`config.mk`:
```
export PLATFORM = sky130hd
export DESIGN_NAME = hazard_unit_mc
export DESIGN_NICKNAME = d
export VERILOG_FILES = /design/src/rtl/hazard_unit_mc.sv
export SDC_FILE = /design/constraint.sdc
export NUM_CORES = 1
export LEC_CHECK = 0
export CELL_PAD_IN_SITES_DETAIL_PLACEMENT = 2
export CELL_PAD_IN_SITES_GLOBAL_PLACEMENT = 2
export CORE_MARGIN = 2
export CORE_UTILIZATION = 34
export CTS_CLUSTER_SIZE = 25
export DETAILED_ROUTE_END_ITERATION = 10
export DONT_BUFFER_PORTS = 1
export GPL_ROUTABILITY_DRIVEN = 0
export PLACE_DENSITY = 0.84
export REMOVE_ABC_BUFFERS = 1
export SLEW_MARGIN = 25
export SYNTH_ARGS = -nofsm -noshare
export SYNTH_HDL_FRONTEND = slang
export SYNTH_SLANG_ARGS = --single-unit
```
`constraint.sdc`:
```
create_clock -name clk -period 4.85 [get_ports clk]
set_input_delay 0.97 -clock clk [delete_from_list [all_inputs] [get_ports clk]]
set_output_delay 0.97 -clock clk [all_outputs]
set_load 0.02 [all_outputs]
```
`src/rtl/hazard_unit_mc.sv`:
```
// Hazard controller for the 5-stage pipeline: E-stage forwarding, load-use stall,
// branch flush, one-entry MDU scoreboard and a whole-pipeline freeze on data-memory wait.
module hazard_unit_mc #(
  parameter int unsigned          REG_AW   = 5,
  parameter int unsigned          RESSRC_W = 3,
  parameter logic [RESSRC_W-1:0]  LOAD_SRC = 3'b001,
  parameter int unsigned          MDU_LAT  = 4
) (
  input  logic                clk,
  input  logic                rst,
  input  logic                RegwriteE,
  input  logic                RegwriteM,
  input  logic                RegwriteW,
  input  logic [REG_AW-1:0]   Rs1D,
  input  logic [REG_AW-1:0]   Rs2D,
  input  logic [REG_AW-1:0]   RdD,
  input  logic [REG_AW-1:0]   Rs1E,
  input  logic [REG_AW-1:0]   Rs2E,
  input  logic [REG_AW-1:0]   RdE,
  input  logic [REG_AW-1:0]   RdM,
  input  logic [REG_AW-1:0]   RdW,
  input  logic                mduD,
  input  logic                mduE,
  input  logic [RESSRC_W-1:0] resultsrcE,
  input  logic [1:0]          pcsrcE,
  input  logic                memreqM,
  input  logic                dmem_ready,
  output logic [1:0]          forwardAE,
  output logic [1:0]          forwardBE,
  output logic                stallF,
  output logic                stallD,
  output logic                stallE,
  output logic                stallM,
  output logic                flushD,
  output logic                flushE,
  output logic                flushW,
  output logic                mdu_busy,
  output logic                mdu_wb_valid,
  output logic [REG_AW-1:0]   mdu_wb_rd
);

  localparam int unsigned     CntW    = (MDU_LAT > 2) ? $clog2(MDU_LAT) : 1;
  localparam logic [CntW-1:0] CntInit = CntW'(MDU_LAT - 1);

  logic              busy_q, busy_d;
  logic [CntW-1:0]   cnt_q, cnt_d;
  logic [REG_AW-1:0] rd_q, rd_d;

  logic memstall, br_taken, issue, lwstall, mdu_haz, dstall;
  logic dep_busy, dep_issue;

  // Forward select per source operand; M beats W, x0 never forwards.
  always_comb begin
    forwardAE = 2'b00;
    forwardBE = 2'b00;
    if (RegwriteM && (RdM == Rs1E) && (Rs1E != '0)) begin
      forwardAE = 2'b10;
    end else if (RegwriteW && (RdW == Rs1E) && (Rs1E != '0)) begin
      forwardAE = 2'b01;
    end
    if (RegwriteM && (RdM == Rs2E) && (Rs2E != '0)) begin
      forwardBE = 2'b10;
    end else if (RegwriteW && (RdW == Rs2E) && (Rs2E != '0)) begin
      forwardBE = 2'b01;
    end
  end

  // Hazard causes; a memory wait masks every D-stall cause and every flush into D/E.
  always_comb begin
    memstall  = memreqM & ~dmem_ready;
    br_taken  = (pcsrcE != 2'b00);
    issue     = mduE & RegwriteE & (RdE != '0) & ~memstall;
    lwstall   = (resultsrcE == LOAD_SRC) & RegwriteE & (RdE != '0) &
                ((Rs1D == RdE) | (Rs2D == RdE));
    dep_busy  = busy_q & (rd_q != '0) &
                ((Rs1D == rd_q) | (Rs2D == rd_q) | (RdD == rd_q));
    dep_issue = issue & ((Rs1D == RdE) | (Rs2D == RdE) | (RdD == RdE));
    // mduD & (busy | issue) is the structural stall keeping one op in flight.
    mdu_haz   = dep_busy | (mduD & (busy_q | issue)) | dep_issue;
    dstall    = (lwstall | mdu_haz) & ~memstall;
  end

  // Stall and flush outputs.
  always_comb begin
    stallF = dstall | memstall;
    stallD = dstall | memstall;
    stallE = memstall;
    stallM = memstall;
    flushW = memstall;
    flushD = br_taken & ~memstall;
    flushE = dstall | (br_taken & ~memstall);
  end

  // Scoreboard next state: load on issue, count down while busy, drop after the pulse.
  always_comb begin
    busy_d = busy_q;
    cnt_d  = cnt_q;
    rd_d   = rd_q;
    if (issue) begin
      busy_d = 1'b1;
      cnt_d  = CntInit;
      rd_d   = RdE;
    end else if (busy_q) begin
      if (cnt_q != '0) begin
        cnt_d = cnt_q - 1'b1;
      end else begin
        busy_d = 1'b0;
      end
    end
  end

  // Scoreboard state register with synchronous reset.
  always_ff @(posedge clk) begin
    if (rst) begin
      busy_q <= 1'b0;
      cnt_q  <= '0;
      rd_q   <= '0;
    end else begin
      busy_q <= busy_d;
      cnt_q  <= cnt_d;
      rd_q   <= rd_d;
    end
  end

  // Scoreboard-derived outputs.
  always_comb begin
    mdu_busy     = busy_q;
    mdu_wb_valid = busy_q & (cnt_q == '0);
    mdu_wb_rd    = rd_q;
  end

endmodule
```
== Yosys cells after proc, flatten, opt, wreduce, memory -nomap -nowiden ==
Cells that the tools add are included.
Cells by class
  $add $sub $neg: 1
  equality and inequality tests: 11
  mux-type cells: 10
  bitwise gates (word level): 26
  reductions and logical operators: 18
Operators by type and width (count)
  == test 5 bit: 10
  nonzero test 5 bit: 4
  bitwise AND 1 bit: 14
  2-to-1 mux 2 bit: 5
  OR 1 bit: 10
  logical AND 1 bit: 8
  nonzero test 2 bit: 4
  2-to-1 mux 1 bit: 5
  == test 3 x 1 -> 1 bit, second input constant: 1
  logical NOT 2 bit: 1
  inverter 1 bit: 2
  AND reduction 2 bit: 1
  subtractor 2 x 1 -> 2 bit, second input constant: 1
Storage, ports and cells
  register bits after elaboration: 8
  input bits: 54
  output and inout port bits: 18
  word-level logic and storage cells: 69

== Logic depth before layout (Yosys ltp) ==
  depth after elaboration: 11
  depth in mapped cells: 8
  mapped depth without buffers: 6

== Least setup slack after synthesis ==
Ideal clock, no wire load.
  path type: input port to output port
  start: in RdE[2]
  end: out stallF
  arrival time: 2723 ps
  data required time: 3880 ps
  path slack: 1157 ps
  stages on the path: 6
  buffers on the path: 1
  cells stage by stage: or4_4 > o211ai_4 > nand2b_2 > a2111oi_2 > nand2_1 > buf_4
Between the ends
  cells in the longest elaborated chain, start to end: 10
  elaborated cells between the ends (all ways): 18
  classes of those cells: eq/ne: 3; bitwise: 14; reduce/logical: 1
RTL lines
  start, declared: line 19  | input logic [REG_AW-1:0] RdE,
  nonzero test 5 bit: line 72, 73
  bitwise AND 1 bit (2 in a row): line 72  | issue = mduE & RegwriteE & (RdE != '0) & ~memstall;
  OR 1 bit: line 79  | mdu_haz = dep_busy | (mduD & (busy_q | issue)) | dep_issue;
  bitwise AND 1 bit: line 79
  OR 1 bit (2 in a row): line 79
  OR 1 bit *: line 80  | dstall = (lwstall | mdu_haz) & ~memstall;
  bitwise AND 1 bit *: line 80
  OR 1 bit *
  end, declared: line 30  | output logic stallF,
Every way passes the cells marked *; elsewhere a longest branch is shown, timed or not.

== Worst setup path in the final report ==
  start: in RdE[2]
  end: out stallD
Between the ends
  cells in the longest elaborated chain, start to end: 10
  elaborated cells between the ends (all ways): 18
  classes of those cells: eq/ne: 3; bitwise: 14; reduce/logical: 1
RTL lines
  nonzero test 5 bit: line 72, 73
  bitwise AND 1 bit (2 in a row): line 72
  OR 1 bit: line 79
  bitwise AND 1 bit: line 79
  OR 1 bit (2 in a row): line 79
  OR 1 bit *: line 80
  bitwise AND 1 bit *: line 80
  OR 1 bit *: line 86  | stallD = dstall | memstall;
  end, declared: line 31  | output logic stallD,
Marks and branches as above.

==> reports/results.txt <==
GRT overflow: 0
Period utilization: 76.9%
CTS sink count: 8
CTS Hold Bufs: 0
Post-synth top area cell: xor2_1
Leakage dissipation: 0.403 nW
Initial antenna violation count: 0
Die extent in y: 59.4 µm
Total GRT Usage: 18.9%
Relative slew slack: 31.8%
Leading cell types in the layout, fill and taps excluded: 26 x xor2_1, 25 x xnor2_1, 10 x nor2_1
Fillers: 342
Worst slew pin tran: 1.01 ns
Setup CP Type: primary input to output pin
Total die area: 3520 µm²
Reg2reg path depth: 6
Die width: 59.4 µm
Maxcap violations: 0
Core Util, Final: 36.1%
Synth area leaders: xor2_1 22%, xnor2_1 21%, dfxtp_1 15%, mux2i_1 3.8%, nor2_1 3.6%
First-pass GRT wire length: 4990 µm
Final-report max-slew violation count: 0
Area growth syn-to-layout: 3.12%
Commonest non-fill, non-tap cell in the layout: xor2_1
Worst hold path type: register to register
Final setup margin: 1.12 ns
Post-DP HPWL: 2830 µm
Vias per cell: 5.85
CTS max path bufs: 2
Register area: 160 µm²
CTS HTree Levels: 1
CP max FO: 10
Nets@finish: 186
Sequential-to-total area share from yosys stat: 15.4%
Remaining antenna violation count: 0
Diode count: 0
Min Tclk post-route: 3.73 ns
Fmax: 0.268 GHz
Main combinational cell family by area after synthesis: XOR/XNOR gates
Seq cells post-synth: 8
Final wirelength: 3150 µm
Crit path capture type: output pin
XOR/XNOR Fraction of Synth Area: 42.9%
Synth Area in Adders: 1.20%
WHS Endpoint: cnt_q[1]
Placement Rows: 20
CTS tree: done
Root buf cell: clkbuf_4
Hold Path Origin: cnt_q[1]
Crit path launch type: primary input
Number of global-route vias before repair: 1129
Final setup TNS: 0 ns
WHS Path Cells: 2
Reg clk slew, reported paths: 0.05 ns
Arrival time worst endpoint: 2.76 ns
Power Density: 186 nW/µm²
Pin count of the biggest net entering global routing: 11
Share of layout cells above drive strength 1: 5.43%
# resized after CTS: 0
TritonCTS buffer count: 3
Starting density of the core: 35.0%
I/O Buffers: 0
Fin. Hold Viols: 0
Fraction of the mapped netlist area in simple logic gates: 23.2%
Compound-Gate Fraction of Synth Area: 9.12%
Number of synthesis warnings: 0
Final setup viols: 0
# DRC: 0
Post-CTS Setup Inserts: 0
Synth cell types: 27
DP Worst Slack: 1.10 ns
Reg-to-reg slack, setup: 3.62 ns
Initial DRC count: 8
Critical R2R Launch: cnt_q[0]
Top Ports: 72
RSZ-0062 raised after global routing: false
Core area: 2980 µm²
Top cell type's share of synthesized area: 21.8%
Vias: 947
Cells after synthesis: 131
Multi-input logic area: 836 µm²
VDD IR-drop max: 0.129 mV
Clk Latency, worst-skew pair: 0.26 ns
Avg Cell Area, Syn: 7.96 µm²
Critical path required time: 3.88 ns
Synthesized cell area: 1040 µm²
Skew final: 0.00402 ns
Drt wl/cell: 19.4 µm
Post-synthesis mux area share: 3.84%
Drt pass-1 iters: 2
Reg2reg end: cnt_q[1]
Status: completed
synth_stat cells, drive strengths merged:
library cell	n
inv	4
a22oi	1
nor3	6
and2	2
o21ai	3
nor2	10
buf	5
a31oi	1
dfxtp	8
nor4	5
nand2b	3
a2111oi	1
or4	4
xor2	26
nand2	5
nand3	5
ha	1
mux2i	4
a21oi	6
nand4	4
nor2b	1
xnor2	25
o211ai	1
registers in the layout, indices dropped and copies added, names as in the netlist:
| name | flops |
|---|---|
| cnt_q | 2 |
| mdu_wb_rd | 5 |
| mdu_busy | 1 |
area by class of cell:
type                       count  area share, %
tap                           33           3.84
inverter                       4           1.40
sequential                     8           14.9
multi-input combinational    114           77.8
clock buffer                   3           2.10
worst max-delay path, cell delays in order:
cell	delay (ns)
or4_4	0.55
o211ai_4	0.36
nand2b_2	0.10
a2111oi_2	0.43
nand2_1	0.34
per-layer routing:
layer	up-vias	wire, µm	global-route usage [%]
met5	-	0	0
met4	0	48	5.52
met3	9	331	7.86
met2	53	1680	35.9
met1	443	1090	18.3
li1	442	-	-
worst max-delay path by stage:
stage          slack (ns)  cells past startpoint   start  endpoint
2_1_floorplan        1.28                      5  RdE[2]    stallD
3_3_place_gp         1.15                      5  RdE[2]    stallD
3_5_place_dp         1.10                      5  RdE[2]    stallD
4_1_cts              1.10                      5  RdE[2]    stallD
5_1_grt              0.99                      5  RdE[2]    stallD
6_report             1.12                      5  RdE[2]    stallD
logic make-up (layout without fill, tap and decap cells):
group | after synthesis | after routing
buf+inv | 9 | 7
fa+ha+maj | 1 | 1
xor+xnor | 51 | 51
flops | 8 | 8
simple gates | 45 | 45
mux | 4 | 4
compound gates | 13 | 13
report_power, final:
part           total (mW)  internal, mW  switching (mW)  leakage, nW
clock              0.0505        0.0283          0.0222       0.0138
combinational      0.0708        0.0347          0.0361        0.324
sequential         0.0781        0.0696         0.00842       0.0655
total               0.199         0.133          0.0667        0.403
through the flow:
step / instance area, µm² / instances / hold WS [ns] / total power, mW
final: 1070 / 162 / 0.570 / 0.199
after global routing: 1070 / 162 / 0.633 / 0.217
after CTS: 1070 / 162 / 0.583 / 0.204
after detailed placement: 1050 / 159 / 0.573 / 0.151
after global placement: 1050 / 159 / 0.553 / 0.146
after floorplan: 1010 / 126 / 0.529 / 0.137
Note: power is estimated with default switching activity, not from simulation.
